===== src/rtl/cfi_log_scheduler.sv =====
// ============================================================================
// Module   : cfi_log_scheduler
// Purpose  : Buffers flagged CFI log entries from all commit ports and serialises
//            them onto one valid/ready stream toward the CFI checker.
// Revision : 1.0
// ============================================================================
`default_nettype none

package cfi_log_scheduler_pkg;
  typedef struct packed {
    logic [31:0] addr_pc;
    logic [31:0] target_pc;
    logic [1:0]  kind;
  } cfi_log_t;
endpackage

module cfi_log_scheduler
  import cfi_log_scheduler_pkg::*;
#(
  parameter int NR_COMMIT_PORTS = 2,
  parameter int DEPTH           = 8,
  parameter int DROP_CNT_W      = 16
) (
  input  logic                                clk_i,
  input  logic                                rst_i,
  input  logic                                enable_i,
  input  logic                                flush_i,
  input  logic                                clear_i,
  input  cfi_log_t [NR_COMMIT_PORTS-1:0]      log_i,
  input  logic [NR_COMMIT_PORTS-1:0]          cfi_i,
  output logic                                stall_o,
  output cfi_log_t                            log_o,
  output logic                                log_valid_o,
  input  logic                                log_ready_i,
  output logic [$clog2(DEPTH+1)-1:0]          count_o,
  output logic                                overflow_o,
  output logic [DROP_CNT_W-1:0]               drop_cnt_o
);

  localparam int PTR_W = (DEPTH > 1) ? $clog2(DEPTH) : 1;
  localparam int CNT_W = $clog2(DEPTH + 1);

  cfi_log_t                     r_mem [DEPTH];
  logic [PTR_W-1:0]             r_rd_ptr;
  logic [PTR_W-1:0]             r_wr_ptr;
  logic [CNT_W-1:0]             r_count;
  logic                         r_overflow;
  logic [DROP_CNT_W-1:0]        r_drop_cnt;

  logic [NR_COMMIT_PORTS-1:0]   w_req;
  logic [NR_COMMIT_PORTS-1:0]   w_acc;
  logic [PTR_W-1:0]             w_waddr [NR_COMMIT_PORTS];
  logic [CNT_W-1:0]             w_free;
  logic [CNT_W-1:0]             w_acc_cnt;
  logic [CNT_W-1:0]             w_drop_n;
  logic                         w_pop;
  logic [CNT_W-1:0]             w_count_nxt;
  logic [DROP_CNT_W:0]          w_drop_sum;
  logic [DROP_CNT_W-1:0]        w_drop_sat;

  // Accepted ports are always the lowest-index requesters, so the running
  // accept count doubles as the compacted slot offset.
  always_comb begin
    w_req     = cfi_i & {NR_COMMIT_PORTS{enable_i}};
    w_free    = CNT_W'(DEPTH) - r_count;
    w_acc     = '0;
    w_acc_cnt = '0;
    w_drop_n  = '0;
    for (int p = 0; p < NR_COMMIT_PORTS; p++) begin
      w_waddr[p] = r_wr_ptr + PTR_W'(w_acc_cnt);
      if (w_req[p]) begin
        if (w_acc_cnt < w_free) begin
          w_acc[p]  = 1'b1;
          w_acc_cnt = w_acc_cnt + CNT_W'(1);
        end else begin
          w_drop_n  = w_drop_n + CNT_W'(1);
        end
      end
    end
  end

  assign w_pop       = (r_count != '0) && log_ready_i;
  assign w_count_nxt = r_count + w_acc_cnt - CNT_W'(w_pop);
  assign w_drop_sum  = {1'b0, r_drop_cnt} + (DROP_CNT_W+1)'(w_drop_n);
  assign w_drop_sat  = w_drop_sum[DROP_CNT_W] ? '1 : w_drop_sum[DROP_CNT_W-1:0];

  always_ff @(posedge clk_i) begin
    if (rst_i) begin
      r_rd_ptr   <= '0;
      r_wr_ptr   <= '0;
      r_count    <= '0;
      r_overflow <= 1'b0;
      r_drop_cnt <= '0;
    end else begin
      if (flush_i) begin
        r_rd_ptr <= '0;
        r_wr_ptr <= '0;
        r_count  <= '0;
      end else begin
        r_rd_ptr <= r_rd_ptr + PTR_W'(w_pop);
        r_wr_ptr <= r_wr_ptr + PTR_W'(w_acc_cnt);
        r_count  <= w_count_nxt;
      end
      // A drop in the same cycle as clear restarts the count from this drop.
      if (!flush_i && (w_drop_n != '0)) begin
        r_overflow <= 1'b1;
        r_drop_cnt <= clear_i ? DROP_CNT_W'(w_drop_n) : w_drop_sat;
      end else if (clear_i) begin
        r_overflow <= 1'b0;
        r_drop_cnt <= '0;
      end
    end
  end

  always_ff @(posedge clk_i) begin
    if (!rst_i && !flush_i) begin
      for (int p = 0; p < NR_COMMIT_PORTS; p++) begin
        if (w_acc[p]) begin
          r_mem[w_waddr[p]] <= log_i[p];
        end
      end
    end
  end

  assign log_valid_o = (r_count != '0);
  assign log_o       = log_valid_o ? r_mem[r_rd_ptr] : '0;
  assign count_o     = r_count;
  assign stall_o     = (w_free < CNT_W'(NR_COMMIT_PORTS));
  assign overflow_o  = r_overflow;
  assign drop_cnt_o  = r_drop_cnt;

endmodule

`default_nettype wire


===== config.mk =====
export PLATFORM = sky130hd
export DESIGN_NAME = cfi_log_scheduler
export DESIGN_NICKNAME = d
export VERILOG_FILES = /design/src/rtl/cfi_log_scheduler.sv
export SDC_FILE = /design/constraint.sdc
export NUM_CORES = 1
export LEC_CHECK = 0
export ABC_AREA = 1
export CAP_MARGIN = 20
export CORE_AREA = 3 3 312 314
export CTS_CLUSTER_DIAMETER = 120
export DETAILED_ROUTE_END_ITERATION = 12
export DIE_AREA = 0 0 315 317
export GPL_TIMING_DRIVEN = 0
export MAX_ROUTING_LAYER = met4
export PLACE_DENSITY = 0.49
export SKIP_LAST_GASP = 1
export SYNTH_ARGS = -nofsm -noshare
export SYNTH_HDL_FRONTEND = slang
export SYNTH_SLANG_ARGS = --single-unit

===== constraint.sdc =====
create_clock -name clk_i -period 10.9 [get_ports clk_i]
set_clock_uncertainty 0.2 [all_clocks]
set_input_delay 1.635 -clock clk_i [delete_from_list [all_inputs] [get_ports clk_i]]
set_output_delay 1.635 -clock clk_i [all_outputs]
set_load 0.03 [all_outputs]

# [Yosys cells after proc, flatten, opt, wreduce, memory -nomap -nowiden]
# Memories as Yosys holds them, arrays and structs flattened. A register that Yosys moved wholly into a read port is not among the register bits.
# Cells that the tools add are included.
[word_totals] elab_cells=54 in_bits=140 ff_bits=27 mem_count=1 ramBits=528 out_inout_bits=89
[memory_table] name="r_mem" words=8 width=66 rd=1 rd_clocked_by_memory_dff=1 write_ports=2 line="43" source="cfi_log_t r_mem [DEPTH];"
[classes] muxes=26 n_addsub=9 reduce_logical=9 magnitude_cmp=3 bitwise_logic=1
[op_table] op="66-bit two-way mux" count=1
[op_table] op="16-bit two-way mux" count=4
[op_table] op="16-bit by 4-bit adder with 17-bit output" count=1
[op_table] op="1-bit two-way mux" count=16
[op_table] op="4-bit two-way mux" count=4
[op_table] op="4-bit by 1-bit adder with 4-bit output, second input constant" count=2
[op_table] op="4-bit nonzero test" count=2
[op_table] op="3-bit adder" count=2
[op_table] op="4-bit adder" count=1
[op_table] op="1-bit by 4-bit < comparator with 1-bit output, first input constant" count=1
[op_table] op="4-bit by 2-bit < comparator with 1-bit output, second input constant" count=1
[op_table] op="4-bit < comparator" count=1
[op_table] op="4-bit by 1-bit subtractor with 4-bit output" count=1
[op_table] op="4-bit subtractor, first input constant" count=1
[op_table] op="3-bit by 1-bit adder with 3-bit output" count=1
[op_table] op="1-bit logical AND" count=3
[op_table] op="3-bit two-way mux" count=1
[op_table] op="2-bit AND" count=1
[op_table] op="1-bit zero test" count=2
[op_table] op="2-bit nonzero test" count=1
[op_table] op="2-bit OR reduction" count=1

# [Longest topological paths before layout]
[logic_depth] ltp_word=11 ltp_mapped=24 ltp_nobuf=24

# [Least setup slack after synthesis]
# No wires, ideal clock.
[synth_timing] path_kind="in2reg" start="input cfi_i[0]" end="memory r_mem[0][0] in the netlist's numbering, enable pin" setup_time_ns=0.581 arrival_ns=6.789 n_path_buf=0 path_stages=6 path_slack_ns=3.329 cell_sequence="nand2_1 -> inv_1 -> nand2_1 -> nor2_1 -> nand3_1 -> o21ai_0"
[synth_rtl] element="start: declaration" line="30" source="input logic [NR_COMMIT_PORTS-1:0] cfi_i,"
[synth_rtl] element="end: declaration" line="43"

==> impl_metrics.json <==
{
  "yosysSeqAreaShare_pct": 57.9,
  "crit_start": "r_rd_ptr[0]$_SDFF_PP0_",
  "path_max_fanout": 10,
  "rows": 113,
  "grt_pass1_vias": 23344,
  "layout-drive-gt1-share_pct": 8.10,
  "start_kind": "flip-flop",
  "gp_congestion": 0.822,
  "critical_path_class": "reg -> out",
  "ctsHtreeMaxLevel": 3,
  "path_clk_slew_ns": 0.06,
  "min_from": "overflow_o$_SDFFE_PP0P_",
  "dieArea_um2": 99900,
  "start_util_pct": 29.9,
  "cts_sinks": 555,
  "grt_use_total_pct": 21.1,
  "syn_inst": 3110,
  "clockRootBuffer": "clkbuf_16",
  "synth_edf_count": 528,
  "period_needed_ns": 6.59,
  "coreArea_um2": 94900,
  "critPathMostFrequentCell": "clkbuf_1",
  "syn2layout_area_growth_pct": 20.8,
  "insertion_delay_ns": 0.61,
  "rsz0062_at_grt": "false",
  "grt_pass1_wl_mm": 153,
  "place_ws_ns": 4.92,
  "hold_viol_final": 0,
  "dr.pass1.iters": 6,
  "dp_hpwl_mm": 73.7,
  "outcome": "finished clean",
  "slowest_delay_ns": 0.77,
  "grt_antenna_before_repair": 5,
  "ios": 229,
  "final_common_cell": "o21ai_0",
  "die_w_um": 315,
  "routed_wl_mm": 104,
  "ys_ff_latch": 555,
  "slew_headroom_pct": 32.7,
  "endpoint_kind": "output pin",
  "period_share_pct": 60.5,
  "power_density_nw_per_um2": 202,
  "max_freq_mhz": 152,
  "grt_max_degree": 27,
  "worstPathRequired_ns": 9.07,
  "cts_tree": "done",
  "drt_iter0_markers": 2140,
  "cts_buffers": 68,
  "synthArstFlopShare_pct": 0,
  "vias": 23760,
  "ys_types": 33,
  "slowest_stage": "clkbuf_1",
  "cts_hold_buf": 0,
  "hold_path.class": "reg -> reg",
  "netlist_area_um2": 28300,
  "cts_resized": 0,
  "r2r_start": "count_o[0]$_SDFF_PP0_",
  "slew_viol_final": 0,
  "syn_nets": 3270,
  "drcViolationCount": 0,
  "cts_setup_buffers": 0,
  "drtAntennaViolNets": 0,
  "portBuffers": 162,
  "viasPerCell": 5.07,
  "synth.avg_cell_area_um2": 9.11,
  "p_leak_nw": 12.9,
  "fin_cells": 4689,
  "cap_violations": 0,
  "vdd_drop_max_uv": 106,
  "chipHeight_um": 317,
  "crit_chain": "inv_1, clkbuf_1, clkbuf_1, clkbuf_1, nor2_1, o22ai_1, o21ai_0, a31oi_1, clkdlybuf4s50_1",
  "tightest_slew_ns": 1.01,
  "yosysWarnings": 0,
  "synth_ff_type": "edfxtp_1",
  "overflow": 0,
  "setup_violations": 0,
  "avgRoutedWirePerCell_um": 22.1,
  "cts_buffer_depth": 3,
  "final_cell_mix": "850 x o21ai_0, 592 x nand2_1, 528 x edfxtp_1, 444 x nor2_1, 165 x clkbuf_1",
  "postLayoutSetupSlackWorst_ns": 4.31,
  "fin_util_pct": 36.1,
  "dp.cells": 4560,
  "cp_data_arrival_time_ns": 4.76,
  "final_net_count": 3525
}
logic make-up (layout without fill, tap and decap cells):
family          count (synthesis)  after routing  share of synthesized area (%)
xor+xnor                        6              6                          0.185
compound gates               1027           1027                           18.8
other cells                     0              5                              0
buf+inv                       409            718                           7.34
flops                         555            555                           57.9
simple gates                 1093           1093                           14.9
fa+ha+maj                      20             20                          0.963
sequential cells by signal, indices dropped and copies added (netlist names):
signal / flops
r_mem: 528
drop_cnt_o: 16
count_o: 4
r_rd_ptr: 3
r_wr_ptr: 3
overflow_o: 1
stage by stage:
stage / area, µm² / TNS, ns / power, mW / hold slack [ns]
final: 34200 / 0 / 6.90 / 0.263
after global placement: 31500 / -872.55 / 4.77 / 0.244
after global routing: 34200 / 0 / 7.19 / 0.294
after CTS: 34200 / 0 / 6.96 / 0.260
after floorplan: 28300 / 0 / 3.73 / 0.283
after detailed placement: 32100 / 0 / 4.77 / 0.251
layout make-up:
cell class / instances / area, µm²
Fill cell: 9752 / 60700
Sequential cell: 555 / 16400
Multi-Input combinational cell: 2146 / 9940
Timing Repair Buffer: 185 / 2110
Clock buffer: 83 / 1760
Buffer: 289 / 1630
Tap cell: 1265 / 1580
Inverter: 120 / 450
Clock inverter: 41 / 330
Antenna cell: 5 / 12.5
per-layer routing:
layer / global-route usage, % / vias to the layer above / wire length, µm
met5: - / - / 0
met4: 6.59 / 0 / 2680
met3: 2.72 / 158 / 7120
met2: 34.3 / 874 / 49400
met1: 27.4 / 11424 / 44600
li1: - / 11304 / -
Yosys cell counts, types with 27 or more instances:
cell type / number / share of area [%]
edfxtp_1: 528 / 56
a31oi_1: 67 / 1.5
o21ai_0: 858 / 15
nand2_1: 592 / 7.8
o22ai_1: 66 / 1.5
nand3_1: 37 / 0.65
clkbuf_1: 153 / 2.0
nor2_1: 444 / 5.9
inv_1: 119 / 1.6
buf_2: 67 / 1.2
buf_6: 59 / 2.3
dfxtp_1: 27 / 1.9
worst max-delay path, delay by kind of cell (launching register included):
family                 cells  cell delay (ns)
AO/OA/AOI/OAI              3             0.77
buffers and inverters      5             2.92
flip-flops                 1             0.35
AND/OR/NAND/NOR            1             0.08
path summary, 6_finish.rpt:
kind	cells after the start	slack, ns	end
max	9	4.31	log_o[13]
min	2	0.26	overflow_o$_SDFFE_PP0P_
max reg2reg	20	6.44	r_mem[1][33]$_DFFE_PP_
min reg2reg	2	0.26	overflow_o$_SDFFE_PP0P_
power breakdown:
part | switching [mW] | leakage (nW) | internal, mW | total (mW)
clock | 0.939 | 1.03 | 1.25 | 2.19
combinational | 1.57 | 6.88 | 0.711 | 2.28
sequential | 0.0228 | 4.97 | 2.41 | 2.43
(Power assumes the default switching activity.)
